## src/rtl/fetch_queue.sv

```systemverilog
// fetch_queue: in-order {pc, next-pc, instr} FIFO between fetch and decode, with
// redirect flush and stale-response drop. FETCH_QUEUE_BYPASS_EN enables empty-queue bypass.
module fetch_queue #(
    parameter int DEPTH = 4,
    localparam int PTR_W = $clog2(DEPTH)
) (
    input  logic             clk,
    input  logic             rst,
    input  logic             enq_valid,
    output logic             enq_ready,
    input  logic [31:0]      enq_pc,
    input  logic [31:0]      enq_pc_wdata,
    input  logic [31:0]      enq_instr,
    output logic             deq_valid,
    input  logic             deq_ready,
    output logic [31:0]      deq_pc,
    output logic [31:0]      deq_pc_wdata,
    output logic [31:0]      deq_instr,
    input  logic             flush,
    input  logic             resp_outstanding,
    output logic [PTR_W:0]   count
);
    typedef enum logic {RUN, DROP} state_t;

    state_t             state, state_nx;
    logic [95:0]        mem [DEPTH];
    logic [PTR_W-1:0]   head, tail;
    logic               byp, wr, rd, nonempty;

    assign nonempty  = (count != '0);
    assign enq_ready = (state == DROP) || (count != (PTR_W+1)'(DEPTH));

`ifdef FETCH_QUEUE_BYPASS_EN
    assign byp = !nonempty && (state == RUN) && !flush && enq_valid;
`else
    assign byp = 1'b0;
`endif

    // a bypassed entry that decode takes this cycle never touches storage
    assign wr = enq_valid && enq_ready && (state == RUN) && !flush && !(byp && deq_ready);
    assign rd = nonempty && deq_ready && !flush;

    assign deq_valid = nonempty || byp;
    assign {deq_pc, deq_pc_wdata, deq_instr} = byp ? {enq_pc, enq_pc_wdata, enq_instr} : mem[head];

    always_comb begin
        state_nx = state;
        if (state == RUN)
            state_nx = (flush && resp_outstanding && !enq_valid) ? DROP : RUN;
        else if (flush)
            state_nx = (enq_valid && !resp_outstanding) ? RUN : DROP;
        else
            state_nx = enq_valid ? RUN : DROP;
    end

    always_ff @(posedge clk or negedge rst) begin
        if (!rst) begin
            state <= RUN;
            head  <= '0;
            tail  <= '0;
            count <= '0;
            for (int i = 0; i < DEPTH; i++) mem[i] <= '0;
        end else begin
            state <= state_nx;
            if (flush) begin
                head  <= '0;
                tail  <= '0;
                count <= '0;
            end else begin
                if (wr) begin
                    mem[tail] <= {enq_pc, enq_pc_wdata, enq_instr};
                    tail      <= tail + 1'b1;
                end
                if (rd) head <= head + 1'b1;
                count <= count + (PTR_W+1)'(wr) - (PTR_W+1)'(rd);
            end
        end
    end
endmodule
```

## config.mk

```make
export PLATFORM = sky130hd
export DESIGN_NAME = fetch_queue
export DESIGN_NICKNAME = d
export VERILOG_FILES = /design/src/rtl/fetch_queue.sv
export SDC_FILE = /design/constraint.sdc
export NUM_CORES = 1
export LEC_CHECK = 0
export ABC_AREA = 1
export ABC_CLOCK_PERIOD_IN_PS = 2500
export CELL_PAD_IN_SITES_DETAIL_PLACEMENT = 1
export CELL_PAD_IN_SITES_GLOBAL_PLACEMENT = 2
export CORE_MARGIN = 3
export CORE_UTILIZATION = 34
export DETAILED_ROUTE_END_ITERATION = 16
export PLACE_DENSITY_LB_ADDON = 0.1
export REMOVE_ABC_BUFFERS = 1
export SYNTH_ARGS = -nofsm -noshare
export SYNTH_HDL_FRONTEND = slang
export SYNTH_SLANG_ARGS = --single-unit
```

## constraint.sdc

```tcl
create_clock -name clk -period 2.5 [get_ports clk]
set_clock_uncertainty 0.2 [all_clocks]
set_input_delay 0.5 -clock clk [delete_from_list [all_inputs] [get_ports clk]]
set_output_delay 0.5 -clock clk [all_outputs]
set_load 0.01 [all_outputs]
```

# --- After elaboration in Yosys (flattened, before gate mapping) ---
# Cells that the tools add are included.
totals:
  out_inout_bits: 101
  regBits: 392
classes:
  reduce_logical: 17
  mux: 16
  n_eq_ne: 1
  bitwise: 4
  n_lt_le_gt_ge: 3
  n_addsub: 4
ops:
  columns: ["op", "n"]
  rows:
  - ["bitwise mux 384 bit", 1]
  - ["2-to-1 mux 96 bit", 3]
  - ["binary-select mux 96 bit (select 2 bit)", 1]
  - ["demux 96 bit (select 2 bit)", 1]
  - ["logical AND 1 bit", 9]
  - ["2-to-1 mux 2 bit", 4]
  - ["greater-or-equal comparator 3 bit, second input constant", 2]
  - ["inverter 2 -> 3 bit", 2]
  - ["2-to-1 mux 1 bit", 5]
  - ["adder 2 x 1 -> 2 bit, second input constant", 2]
  - ["nonzero test 2 bit", 2]
  - ["adder 3 x 1 -> 3 bit", 1]
  - ["zero test 1 bit", 3]
  - ["less-than comparator 3 x 1 -> 1 bit, second input constant", 1]
  - ["2-to-1 mux 3 bit", 1]
  - ["inequality test 3 bit, second input constant", 1]
  - ["nonzero test 3 bit", 1]
  - ["subtractor 3 x 1 -> 3 bit", 1]
  - ["inverter 1 bit", 2]
  - ["AND reduction 2 bit", 1]
  - ["logical OR 1 bit", 1]

# --- Depth between registers and ports, before layout ---
depth:
  depth_word: 8
  mapped_depth: 13
  depth_no_buf: 13

# --- Worst setup path before layout ---
# OpenSTA, ideal clock, no wires.
synth_timing:
  path_type: "register to register"
  startpoint: "reg count[1]"
  endpoint: "reg count[2]"
  setup_ps: 120
  stages_incl_launch_ff: 13
  required_ps: 2180
  path_slack_ps: 124
  path_buffers: 0
  arrival_time_ps: 2056
  path_cell_list: "dfrtp_1 nor2_2 nand2_2 nand2_1 nor2_1 inv_1 ha_1 inv_1 ha_1 inv_1 fa_1 xor2_1 nor2_1"
synth_between:
  elab_chain_cells: 8
  word_cells_on_any_way: 11
synth_lines:
  columns: ["item", "line_no", "rtl"]
  rows:
  - ["start: declaration", "21", "output logic [PTR_W:0] count"]
  - ["start signal: assignment", "75", "count <= count + (PTR_W+1)'(wr) - (PTR_W+1)'(rd);"]
  - ["inequality test 3 bit", "31", "assign enq_ready = (state == DROP) || (count != (PTR_W+1)'(DEPTH));"]
  - ["logical OR 1 bit", "31", null]
  - ["net enq_ready", "10", "output logic enq_ready,"]
  - ["logical AND 1 bit (3 in series)", "40", "assign wr = enq_valid && enq_ready && (state == RUN) && !flush && !(byp && deq_ready);"]
  - ["adder 3 x 1 -> 3 bit", "75", null]
  - ["subtractor 3 x 1 -> 3 bit", "75", null]
  - ["2-to-1 mux 3 bit", "65", "if (flush) begin"]
# The timed path passes the listed nets, and every way through them passes these cells.
# A chain may end at the register's enable or synchronous reset.

# --- Worst setup path after layout ---
layout_timing:
  startpoint: "reg head[0]"
  endpoint: "out deq_pc[26]"
layout_between:
  elab_chain_cells: 4
layout_lines:
  columns: ["item", "line_no", "rtl"]
  rows:
  - ["start: declaration", "27", "logic [PTR_W-1:0] head, tail;"]
  - ["start signal: assignment", "74", "if (rd) head <= head + 1'b1;"]
  - ["inverter 2 -> 3 bit (implied by the code)", "44", "assign {deq_pc, deq_pc_wdata, deq_instr} = byp ? {enq_pc, enq_pc_wdata, enq_instr} : mem[head];"]
  - ["binary-select mux 96 bit (select 2 bit)", "44", null]
  - ["2-to-1 mux 96 bit (implied by the code) (2 in series)", "44", null]
  - ["end: declaration", "16", "output logic [31:0] deq_pc,"]
# No other way between the ends. The select of a mux whose other input is x is not followed.

==> impl_metrics.toml <==
[sta]
finalMaxSlewViolations = 0
min_period_over_period = 1.13
fmax_mhz = 354
worst_slew_pin_slew_ps = 704
relSlewSlack = 0.530
finalWorstSetupSlack_ps = -329
hold_viol = 0
finalSetupTns_ps = -20440
setup_viol_count_final = 96
worst_hold_slack_ps = 222
rsz0062_at_grt = "true"
period_needed_ps = 2830

[cells_and_area]
drive_above_1_share = 0.252
utilization = 0.487
nets = 2629
fin_cells = 3300
final_area_um2 = 26500
area_growth_pct = 40.2

[worst_setup_path]
critPathArrivalTime_ps = 2130
required_ps = 1800
path_max_fanout = 8
r2r_slack_ps = 220
end_kind = "output pin"
reg2regPathDepth = 13
crit_start = "head[0]$_DFFE_PN0P_"
rr_startpoint = "count[2]$_DFF_PN0_"
critPathKind = "flip-flop to output pin"
r2r-end = "count[2]$_DFF_PN0_"
worst_setup_path_start_kind = "flip-flop"

[power_and_ir_drop]
p_per_area_nw_per_um2 = 1250
finalPower_mw = 33.2
leakage_nw = 12.8
irDropWorstVdd_mv = 0.647

[clock_tree]
cts.sinks = 392
cts_root_buf = "clkbuf_16"
tritoncts = "built"
clk_latency_ps = 570
htree_num_levels = 2
clk_pin_slew_ps = 60
cts_buffers = 47
cts.path.max_buffers = 3

[die]
ios = 203
die_x_um = 242
die_y_um = 242
rows = 85
fp.coreArea_um2 = 54500
initial_core_util = 0.348
dieArea_um2 = 58500

[global_routing]
grt_max_degree = 98
antenna_found_initial = 4
grt_pass1_vias = 19700
grt_overflow = 0
grt_pass1_wl_um = 119000
grt_use_total = 0.254

[detailed_routing]
drc = 0
first_iter_violations = 1071
antenna_left = 0
dr_total_vias = 18500
dr.pass1.iters = 5
drt-wirelength-per-cell_um = 23.2
routed_wl_um = 76500
viasPerCell = 5.60

[synthesis]
synth_cell_types = 25
ys_seq_elements = 392
avgSynthCellArea_um2 = 8.19
syn-cell-area_um2 = 18900
yosysSeqAreaShare = 0.518
synth_cells = 2310
yosys_warnings = 0

[placement]
place_area_um2 = 22500
place_ws_ps = -324
place.gp.congestion = 0.778
post-dp-hpwl_um = 41500
place_inst = 3156
port_buffers = 202

[run_status]
violations = "negative setup slack"
outcome = "finished, violations left"

[worst_hold_path]
hp-class = "input port to asynchronous set/reset pin"

[job]
maxCapViolCount = 0
## worst max-delay path by stage
stage                      endpoint
2_1_floorplan  mem[192]$_DFFE_PN0P_
3_3_place_gp     count[2]$_DFF_PN0_
3_5_place_dp     count[2]$_DFF_PN0_
4_1_cts                  deq_pc[26]
5_1_grt                  deq_pc[26]
6_report                 deq_pc[26]
## synthesized netlist by cell type
| cell type | number | area [um^2] |
|---|---|---|
| o22ai_1 | 96 | 601 |
| buf_6 | 17 | 191 |
| buf_2 | 128 | 641 |
| clkbuf_1 | 62 | 233 |
| nand2_2 | 2 | 12.5 |
| nor2_1 | 198 | 743 |
| nor2_4 | 1 | 11.3 |
| nand4_1 | 384 | 2400 |
| clkbuf_2 | 1 | 5.00 |
| xnor2_1 | 1 | 8.76 |
| nor2_2 | 1 | 6.26 |
| a21oi_4 | 1 | 16.3 |
| inv_1 | 7 | 26.3 |
| buf_1 | 19 | 71.3 |
| buf_4 | 6 | 45.0 |
| dfrtp_1 | 392 | 9810 |
| nand4_2 | 3 | 37.5 |
| nand4_4 | 1 | 21.3 |
| fa_1 | 1 | 20.0 |
| nand3_1 | 3 | 15.0 |
| o21ai_0 | 195 | 976 |
| ha_1 | 6 | 75.1 |
| xor2_1 | 2 | 17.5 |
| nand2_1 | 778 | 2920 |
| inv_2 | 5 | 18.8 |
## cell usage in the layout, fill, tap and decap left out, types with 9 or more instances in the layout
cell type	count
buf_12	72
buf_16	21
buf_2	80
buf_4	55
buf_6	36
buf_8	14
clkbuf_1	15
clkbuf_16	57
clkbuf_8	10
clkdlybuf4s50_1	103
dfrtp_1	390
nand2_1	778
nand4_1	384
nor2_1	96
nor2_2	58
nor2_4	46
o21ai_0	31
o21ai_1	75
o21ai_2	80
o21ai_4	9
o22ai_1	23
o22ai_2	66
## where the power goes
group / total, mW / switching [mW] / internal (mW) / leakage [nW]
Clock: 7.09 / 2.85 / 4.24 / 0.776
Sequential: 10.1 / 1.54 / 8.60 / 5.14
Combinational: 16.0 / 8.68 / 7.28 / 6.90
Total: 33.2 / 13.1 / 20.1 / 12.8
## registers in the layout, indices dropped and copies added, names as in the netlist
| signal | flops |
|---|---|
| state | 1 |
| tail | 2 |
| mem | 384 |
| count | 3 |
| head | 2 |
## routing by layer
layer	global-route usage	part of all wire
met1	0.344	0.45
met2	0.420	0.48
met3	0.0425	0.047
met4	0.0757	0.023
met5	0	0
## worst max-delay path: stages, from the launching register on
cell,delay (ps)
dfrtp_4,540
inv_12,90
buf_8,110
buf_12,120
buf_12,130
buf_16,140
nor2_4,40
o22ai_4,210
buf_2,170
## cell type report
class	count	area (um^2)
sequential	392	9820
inverter	12	77.6
clock buffer	73	1400
clock inverter	13	180
antenna	4	10.0
timing repair buffer	394	4770
tap	739	925
multi-input combinational	1673	9350
fill	6197	27900
## repair_timing
action	in CTS	in global routing
hold buffers	1	0
cloned	19	9
hold endpoints to repair	34	0
endpoints found under the setup margin	98	99
pin swaps	90	69
gates resized for setup	719	276
buffers inserted	27	8
## kinds of logic after synthesis
| logic type | Yosys count | synth area share |
|---|---|---|
| xor+xnor | 3 | 0.00139 |
| simple gates | 1371 | 0.326 |
| flops | 392 | 0.518 |
| buf+inv | 245 | 0.0651 |
| fa+ha+maj | 7 | 0.00502 |
| compound gates | 292 | 0.0842 |
(Power assumes the default switching activity.)
